[src/rtl/fir_pkg.sv]
// Shared definitions for the serial FIR control path.
// Contents:
//   seq_state_t     - tap sequencer FSM states
//   MAX_MAC_LATENCY - largest supported MAC pipeline depth
//   DRAIN_BITS      - width of the drain counter that covers MAX_MAC_LATENCY
//   count_bits()    - tap index width for a given tap count
package fir_pkg;

  typedef enum logic [1:0] {
    IDLE,
    MAC,
    DRAIN,
    DONE
  } seq_state_t;

  localparam int unsigned MAX_MAC_LATENCY = 7;
  localparam int unsigned DRAIN_BITS      = 3;

  // A tap index is never narrower than one bit.
  function automatic int count_bits(input int taps);
    return (taps > 2) ? $clog2(taps) : 1;
  endfunction

endpackage

[src/rtl/fir_tap_counter.sv]
// Modulo-NUMBER_OF_TAPS counter for the tap index.
// Ports:
//   clk, rst - clock, asynchronous active-high reset
//   en       - advance the count by one, wrapping after NUMBER_OF_TAPS-1
//   clear    - force the count to zero (wins over en)
//   count    - current tap index, always in 0..NUMBER_OF_TAPS-1
//   last     - count == NUMBER_OF_TAPS-1
module fir_tap_counter
  import fir_pkg::*;
#(
  parameter int NUMBER_OF_TAPS = 64,
  localparam int COUNTER_BITS = count_bits(NUMBER_OF_TAPS)
) (
  input  logic                    clk,
  input  logic                    rst,
  input  logic                    en,
  input  logic                    clear,
  output logic [COUNTER_BITS-1:0] count,
  output logic                    last
);

  localparam logic [COUNTER_BITS-1:0] LastIdx = COUNTER_BITS'(NUMBER_OF_TAPS - 1);

  logic [COUNTER_BITS-1:0] count_q, count_d;

  assign last  = (count_q == LastIdx);
  assign count = count_q;

  // Explicit wrap at LastIdx keeps non-power-of-2 tap counts in range.
  always_comb begin
    count_d = count_q;
    if (clear) begin
      count_d = '0;
    end else if (en) begin
      count_d = last ? '0 : count_q + 1'b1;
    end
  end

  always_ff @(posedge clk or posedge rst) begin
    if (rst) begin
      count_q <= '0;
    end else begin
      count_q <= count_d;
    end
  end

endmodule

[src/rtl/fir_tap_sequencer.sv]
// Control sequencer for a single-MAC serial FIR.
// Accepts one sample per run (in_valid/in_ready), pulses phase_min to shift the delay
// line, sweeps current_count over all taps with acc_clear/acc_enable, waits MAC_LATENCY
// cycles for the MAC pipeline to drain, then holds out_valid until out_ready.
// Ports:
//   clk, rst       - clock, asynchronous active-high reset
//   in_valid       - source has a sample
//   in_ready       - sequencer is idle and can take a sample
//   phase_min      - in_valid & in_ready, delay line shift strobe
//   current_count  - tap index to delay-line mux and coefficient ROM
//   acc_clear      - first tap: accumulator loads instead of adding
//   acc_enable     - product at current_count is valid
//   out_valid      - accumulated result valid
//   out_ready      - sink accepts the result
//   busy           - not idle
module fir_tap_sequencer
  import fir_pkg::*;
#(
  parameter int NUMBER_OF_TAPS = 64,
  parameter int MAC_LATENCY    = 1,
  localparam int COUNTER_BITS = count_bits(NUMBER_OF_TAPS)
) (
  input  logic                    clk,
  input  logic                    rst,
  input  logic                    in_valid,
  output logic                    in_ready,
  output logic                    phase_min,
  output logic [COUNTER_BITS-1:0] current_count,
  output logic                    acc_clear,
  output logic                    acc_enable,
  output logic                    out_valid,
  input  logic                    out_ready,
  output logic                    busy
);

  if (NUMBER_OF_TAPS < 2) begin : g_bad_taps
    $error("NUMBER_OF_TAPS must be at least 2");
  end
  if (MAC_LATENCY < 0 || MAC_LATENCY > int'(MAX_MAC_LATENCY)) begin : g_bad_latency
    $error("MAC_LATENCY out of range");
  end

  // Final drain count; unused when MAC_LATENCY is 0 since DRAIN is then skipped.
  localparam logic [DRAIN_BITS-1:0] DrainLast =
      DRAIN_BITS'((MAC_LATENCY > 0) ? MAC_LATENCY - 1 : 0);

  seq_state_t            state_q;
  logic [DRAIN_BITS-1:0] drain_q;
  logic                  in_ready_q;
  logic                  acc_clear_q;
  logic                  acc_enable_q;
  logic                  out_valid_q;
  logic                  busy_q;

  logic                  cnt_en;
  logic                  cnt_clear;
  logic                  cnt_last;

  assign cnt_en    = (state_q == MAC);
  assign cnt_clear = (state_q == IDLE);

  fir_tap_counter #(
    .NUMBER_OF_TAPS(NUMBER_OF_TAPS)
  ) u_tap_counter (
    .clk  (clk),
    .rst  (rst),
    .en   (cnt_en),
    .clear(cnt_clear),
    .count(current_count),
    .last (cnt_last)
  );

  // Outputs are registered alongside the state so they change exactly with it.
  always_ff @(posedge clk or posedge rst) begin
    if (rst) begin
      state_q      <= IDLE;
      drain_q      <= '0;
      in_ready_q   <= 1'b1;
      acc_clear_q  <= 1'b0;
      acc_enable_q <= 1'b0;
      out_valid_q  <= 1'b0;
      busy_q       <= 1'b0;
    end else begin
      acc_clear_q <= 1'b0;
      unique case (state_q)
        IDLE: begin
          if (in_valid) begin
            state_q      <= MAC;
            in_ready_q   <= 1'b0;
            busy_q       <= 1'b1;
            acc_enable_q <= 1'b1;
            acc_clear_q  <= 1'b1;
          end
        end
        MAC: begin
          if (cnt_last) begin
            acc_enable_q <= 1'b0;
            if (MAC_LATENCY > 0) begin
              state_q <= DRAIN;
              drain_q <= '0;
            end else begin
              state_q     <= DONE;
              out_valid_q <= 1'b1;
            end
          end
        end
        DRAIN: begin
          if (drain_q == DrainLast) begin
            state_q     <= DONE;
            out_valid_q <= 1'b1;
          end else begin
            drain_q <= drain_q + 1'b1;
          end
        end
        DONE: begin
          if (out_ready) begin
            state_q     <= IDLE;
            out_valid_q <= 1'b0;
            busy_q      <= 1'b0;
            in_ready_q  <= 1'b1;
          end
        end
        default: state_q <= IDLE;
      endcase
    end
  end

  assign in_ready   = in_ready_q;
  assign phase_min  = in_valid & in_ready_q;
  assign acc_clear  = acc_clear_q;
  assign acc_enable = acc_enable_q;
  assign out_valid  = out_valid_q;
  assign busy       = busy_q;

endmodule
[config.mk]
export PLATFORM = sky130hd
export DESIGN_NAME = fir_tap_sequencer
export DESIGN_NICKNAME = d
export VERILOG_FILES = /design/src/rtl/fir_pkg.sv /design/src/rtl/fir_tap_counter.sv /design/src/rtl/fir_tap_sequencer.sv
export SDC_FILE = /design/constraint.sdc
export NUM_CORES = 1
export LEC_CHECK = 0
export CAP_MARGIN = 20
export CORE_MARGIN = 5
export CORE_UTILIZATION = 40
export DETAILED_ROUTE_END_ITERATION = 12
export SLEW_MARGIN = 10
export SYNTH_ARGS = -nofsm -noshare
export SYNTH_HDL_FRONTEND = slang
export SYNTH_SLANG_ARGS = --single-unit
export TNS_END_PERCENT = 5
[constraint.sdc]
create_clock -name clk -period 2.61 [get_ports clk]
set_input_delay 0.3915 -clock clk [delete_from_list [all_inputs] [get_ports clk]]
set_output_delay 0.3915 -clock clk [all_outputs]
set_load 0.02 [all_outputs]
==> key figures, run 1 <==
Global route
  • Vias in the first global route: about 740
  • Grt total ovfl: 0
  • Largest net degree at the start of global routing: 17
  • Initial antenna violation count: 0
  • Total global-route track usage: 0.127
  • Global-route wire length before repair: 3.31 mm

Timing
  • Tcrit/Tclk final: 0.812
  • Worst-Margin Slew: 0.644 ns
  • Fmax: around 0.47 GHz
  • Clock skew: 0.00530 ns
  • Final Hold Viols: 0
  • Setup tns final: 0 ns
  • Min Tclk post-route: roughly 2.1 ns
  • Setup violators final: 0
  • Unrepaired setup endpoints after global routing: no
  • Slew Viols, Final: 0
  • Slew headroom: 0.570

Critical path
  • Critical path class: input pin to output pin
  • CP arrival: 1.73 ns
  • Req. time, crit path: about 2.2 ns
  • Crit Path Max Fanout: 8
  • Crit. End Element: output pin
  • Reg2reg path depth: 5
  • Crit start category: input pin
  • Worst Setup SP: in_valid
  • Crit Reg-Reg Startpoint: u_tap_counter.count[0]

Final layout
  • Share of layout cells above drive strength 1: 0.0982
  • Area Growth Syn to Fin: 22.5%
  • Number of inserted diodes: 0
  • Final std cell area, no fill: between 1000 and 1500 um^2
  • Fin util: 0.518
  • Leading cell types in the layout, fill and taps excluded: dfrtp_1, clkdlybuf4s50_1, inv_1, nor2_1
  • Post-Layout Cell Count: 140
  • Layout net count: between 100 and 150

Clock network
  • CTS max path bufs: 2
  • # Post-CTS Setup Buffers: 0
  • CTS clk-pin slew, worst paths: 0.10 ns
  • CTS Hold Bufs: 0
  • # resized after CTS: 0
  • Clock sink count: 16
  • Clk Latency, worst-skew pair: approximately 0.29 ns
  • H-tree levels: 1
  • Clock root buffer: clkbuf_4
  • Number of CTS-inserted buffers: 3
  • CTS tree: built

Outcome
  • Status: finished, final reports clean

Yosys
  • Post-synth EDFFs: 0
  • Post-synth cell types: 37
  • Post-Syn Nets: 106
  • Yosys reg bits: 16
  • Syn Area/Cell: 9.93 um^2
  • Synth Flop Type: dfrtp_1
  • Mapped Area: 943 um^2
  • Gate Count Post-Synth: 95
  • Ys Warns: 0
  • Register area share after synthesis: 0.426
  • FFs w/ async S/R, synth: 1.00

Routing
  • Vias: 719
  • DRC viols: 0
  • Met3 wire length: between 60 and 70 um
  • WL/cell: 13.4 um
  • ANT nets after route: 0
  • Detailed Routing Iterations Pass 1: 4
  • Via density: 5.14
  • Routed met2 length: 835 um
  • Detailed Route WL: roughly 1.9 mm
  • DRT met1 WL: 953 um
  • First DRT Iteration DRCs: 3
  • Top sig layer: met4

Floorplan
  • DIE AREA: 3430 um^2
  • Chip Width: 58.6 um
  • # rows: 17
  • Area of the core: 2230 um^2
  • Top-Level Pins: 16
  • Initial Utilization: 0.422
  • Die Y: 58.6 um

Placement
  • Buffers on Ports: 15
  • Placed Area: 1120 um^2
  • Routability cong.: 0.707
  • DP Wirelength: 1.35 mm
  • Cells after DPL: 136

Power
  • Max VDD drop: 0.272 mV
  • Pleak: 0.513 nW
  • Power per standard cell area: 369 nW/um^2

Hold path
  • Hold crit path type: input pin to asynchronous set/reset pin

Flow run
  • Max-Cap Viols: 0
==> state kept, by name, summed over array words and instances, names as in the netlist <==
signal and cells:
acc_clear 1, u_tap_counter.count 6, out_valid 1, state_q 2, in_ready 1, busy 1, acc_enable 1, drain_q 3
==> report_power, final <==
group | internal, W | total (W) | switching (W)
clock | 0.0000849 | 0.000165 | 0.0000804
combinational | 0.00000514 | 0.0000134 | 0.00000824
sequential | 0.000248 | 0.000248 | 0
==> per-stage QoR <==
step           worst slack, ns  hold WS, ns  total power [W]
4_1_cts                  0.484        0.503         0.000434
3_3_place_gp             0.505        0.508         0.000266
6_report                 0.489        0.479         0.000427
2_1_floorplan            0.955        0.305         0.000258
5_1_grt                  0.436        0.554         0.000444
3_5_place_dp             0.498        0.516         0.000266
==> cell families after synthesis <==
| logic type | count (synthesis) | synth area share |
|---|---|---|
| compound gates | 23 | 0.175 |
| xor+xnor | 2 | 0.0186 |
| fa+ha+maj | 7 | 0.0928 |
| buf+inv | 12 | 0.0530 |
| flops | 16 | 0.426 |
| mux | 4 | 0.0491 |
| simple gates | 31 | 0.186 |
==> metal layers <==
layer | GRT usage | up-vias
li1 | - | 375
met1 | 0.165 | 329
met2 | 0.193 | 11
met3 | 0.0285 | 4
met4 | 0.0695 | 0
met5 | 0 | -
==> cell type report <==
type	instances	area, um^2
Fill cell	226	1080
Multi-Input combinational cell	67	492
Sequential cell	16	402
Timing Repair Buffer	16	158
Clock buffer	4	36.3
Tap cell	28	35.0
Inverter	9	33.8
==> final timing paths <==
| kind | slack, ns | end |
|---|---|---|
| worst max-delay path | 0.49 | phase_min |
| worst min-delay path | 0.48 | u_tap_counter.count[4] |
| worst max register to register | 0.90 | drain_q[0] |
| worst min register to register | 0.54 | in_ready |
| max in group asynchronous | 1.72 | state_q[1] |
| min in group clk | 0.54 | in_ready |
==> worst max-delay path: stages <==
cell             delay (ns)
clkdlybuf4s50_1        0.58
and2_1                 0.16
clkdlybuf4s50_1        0.60
==> cell usage after synthesis (all sizes together) (2+ instances only) <==
master   n  share of area
buf      2          0.013
inv      8          0.032
a21oi    7          0.037
and2     2          0.013
o21ai    6          0.048
a22o     3          0.028
and3     3          0.020
nand4    3          0.027
dfrtp   15           0.40
mux2i    2          0.021
nand2b   3          0.020
mux2     2          0.028
nor2b    2          0.013
nor2     8          0.032
ha       7          0.093
a211o    2          0.019
nand2    5          0.020
(Power assumes the default switching activity.)
==> inputs of run 2 (changes only) <==
--- a/config.mk
+++ b/config.mk
@@ -9,6 +9,7 @@
 export CORE_MARGIN = 5
 export CORE_UTILIZATION = 40
 export DETAILED_ROUTE_END_ITERATION = 12
+export PLACE_DENSITY = 0.65
 export SLEW_MARGIN = 10
 export SYNTH_ARGS = -nofsm -noshare
 export SYNTH_HDL_FRONTEND = slang
==> constraint.sdc (replaced) <==
create_clock -name clk -period 1.9 [get_ports clk]
set_input_delay 0.285 -clock clk [delete_from_list [all_inputs] [get_ports clk]]
set_output_delay 0.285 -clock clk [all_outputs]
set_load 0.02 [all_outputs]
==> run 2 against run 1 <==
  * Non-clock buffer count up 2
  * Clock power up 39%
  * Global-route usage up 0.25 points
  * Sequential power up 37%
  * Via count up 3.3%
  * Routed wire length up 1.7%
  * Register-to-register slack worse by 0.68 ns
  * Cell count up 1.4%
  * Critical path depth down 2
  * Sequential cell count unchanged
  * Worst hold slack worse by 0.12 ns
  * Die area unchanged
==> key figures, run 2 (synthesis results as in run 1) <==
Timing
  • Clock skew: 0.00625 ns (+0.000949 ns)
  • Fmax: 0.572 GHz
  • Slew Viols, Final: 0 (unchanged)
  • Setup violators final: 0 (unchanged)
  • Final Hold Viols: 0 (unchanged)
  • Tcrit/Tclk final: 0.920
  • Slew headroom: 0.592 (+0.0223)
  • Min Tclk post-route: 1.75 ns
  • Hold slack: 0.362 ns (-0.117 ns)
  • Worst-Margin Slew: 0.611 ns (-0.0334 ns)
  • Unrepaired setup endpoints after global routing: no
  • Setup tns final: 0 ns (unchanged)

Global route
  • Global-route wire length before repair: 3.40 mm (+2.7%)
  • Initial antenna violation count: 0 (unchanged)
  • Largest net degree at the start of global routing: 17 (unchanged)
  • Total global-route track usage: 0.129 (+0.00252)
  • Grt total ovfl: 0 (unchanged)
  • Vias in the first global route: 759 (+3.1%)

Final layout
  • Layout net count: 126 (+1.6%)
  • Number of inserted diodes: 0 (unchanged)
  • Final std cell area, no fill: 1170 um^2 (+1.5%)
  • Fillers: 213 (-5.8%)
  • Fin util: 0.525 (+0.00784)
  • Max reg flops: 6 (unchanged)
  • Leading cell types in the layout, fill and taps excluded: dfrtp_1, clkdlybuf4s50_1, inv_1, nor2_1
  • Most common cell after layout, fill and taps aside: dfrtp_1
  • Share of layout cells above drive strength 1: 0.114 (+0.0158)
  • Area Growth Syn to Fin: 24.4%

Clock network
  • Clock sink count: 16 (unchanged)
  • Clk Latency, worst-skew pair: 0.29 ns (about the same)
  • CTS max path bufs: 2 (unchanged)
  • H-tree levels: 1 (unchanged)
  • CTS tree: built
  • Number of CTS-inserted buffers: 3 (unchanged)
  • CTS clk-pin slew, worst paths: 0.10 ns (about the same)
  • # Post-CTS Setup Buffers: 0 (unchanged)
  • Clock root buffer: clkbuf_4

Floorplan
  • Top-Level Pins: 16 (unchanged)
  • DIE AREA: 3430 um^2 (unchanged)
  • Area of the core: 2230 um^2 (unchanged)
  • # rows: 17 (unchanged)
  • Initial Utilization: 0.422 (unchanged)
  • Chip Width: 58.6 um (unchanged)
  • Die Y: 58.6 um (unchanged)

Power
  • Pleak: 0.541 nW (+5.4%)
  • Power per standard cell area: 502 nW/um^2 (+36%)
  • Final total power: 0.000590 W (+38%)
  • Max VDD drop: 0.346 mV (+27%)

Critical path
  • Req. time, crit path: 1.62 ns (-0.60 ns)
  • Worst Path Buf+Inv: 1 (-1)
  • CP Cell Sequence: clkdlybuf4s50_1
  • Largest stage delay, worst path: 0.61 ns (about the same)
  • Crit Path Max Fanout: 4 (-4)
  • CP delay by family, top: buffers and inverters
  • Crit start category: flop
  • Critical path class: flop to output pin
  • CP arrival: 1.46 ns (-0.27 ns)
  • CP max-delay cell: clkdlybuf4s50_1
  • Crit. End Element: output pin

Placement
  • Routability cong.: 0.741 (+4.9%)
  • Buffers on Ports: 15 (unchanged)
  • DP Wirelength: 1.40 mm (+3.8%)
  • Placed Area: 1130 um^2 (+1.3%)

Routing
  • WL/cell: 13.5 um (+0.27%)
  • Detailed Routing Iterations Pass 1: 4 (unchanged)
  • Via density: 5.23 (+1.9%)
  • DRC viols: 0 (unchanged)
  • Detailed Route WL: 1.91 mm (+1.7%)
  • Vias: 743 (+3.3%)
  • First DRT Iteration DRCs: 11 (+8)
  • ANT nets after route: 0 (unchanged)

Flow run
  • Max-Cap Viols: 0 (unchanged)

Outcome
  • Status: finished, final reports clean

Hold path
  • Hold crit path type: input pin to asynchronous set/reset pin
==> run 2: changes by cell type in the layout (fill, tap and decap cells not counted) <==
| cell | delta |
|---|---|
| buf_4 | +2 |
| clkdlybuf4s50_1 | -1 |
| dlymetal6s2s_1 | +1 |
==> run 2: repair_timing <==
action | in CTS | in global routing
endpoints found under the setup margin | 0 | 1
hold buffers | 0 | 0
resized for setup | 0 | 1
==> run 2: path summary, 6_finish.rpt <==
| path | startpoint | to | slack [ns] | cells past startpoint |
|---|---|---|---|---|
| max in group asynchronous | rst | acc_clear | 1.14 | 2 |
| hold reg to reg | out_valid | out_valid | 0.54 | 1 |
| setup / recovery | in_ready | in_ready | 0.15 | 1 |
| min in group clk | out_valid | out_valid | 0.54 | 1 |
| hold / removal | rst | drain_q[2] | 0.36 | 2 |
| setup reg to reg | u_tap_counter.count[1] | drain_q[0] | 0.22 | 5 |
==> run 2: layout make-up <==
cell class | count | area [um^2] | area share
sequential | 16 | 402 | 0.342
inverter | 9 | 33.8 | 0.0288
clock buffer | 4 | 36.3 | 0.0309
timing repair buffer | 18 | 175 | 0.149
multi-input combinational | 67 | 492 | 0.419
tap | 28 | 35.0 | 0.0299
==> run 2: per-stage QoR <==
step,cells,setup WS [ns]
finish,142,0.152
global route,142,0.0843
CTS,142,0.0273
detailed placement,138,0.148
global placement,138,0.148
floorplan,95,0.245
==> run 2: power by group <==
group	total (W)	switching [W]	leakage [nW]	internal, W
Combinational	0.0000195	0.0000111	0.320	0.00000840
Clock	0.000230	0.000113	0.0210	0.000117
Sequential	0.000340	0	0.200	0.000340
Total	0.000590	0.000124	0.541	0.000465
==> run 2: routing by layer <==
metal	routed length, um	GRT usage	share of wire	vias to the layer above
met5	0	0	0	-
met4	31	0.0596	0.016	0
met3	82	0.0241	0.043	4
met2	878	0.203	0.46	20
met1	919	0.172	0.48	347
li1	-	-	-	372
==> run 2: worst reg2reg max path, stage by stage, from the launching register on <==
cell and delay (ns):
dfrtp_1 0.42, ha_1 0.25, nand4_2 0.17, o21ai_4 0.29
o21ai_2 0.11, a221o_1 0.35
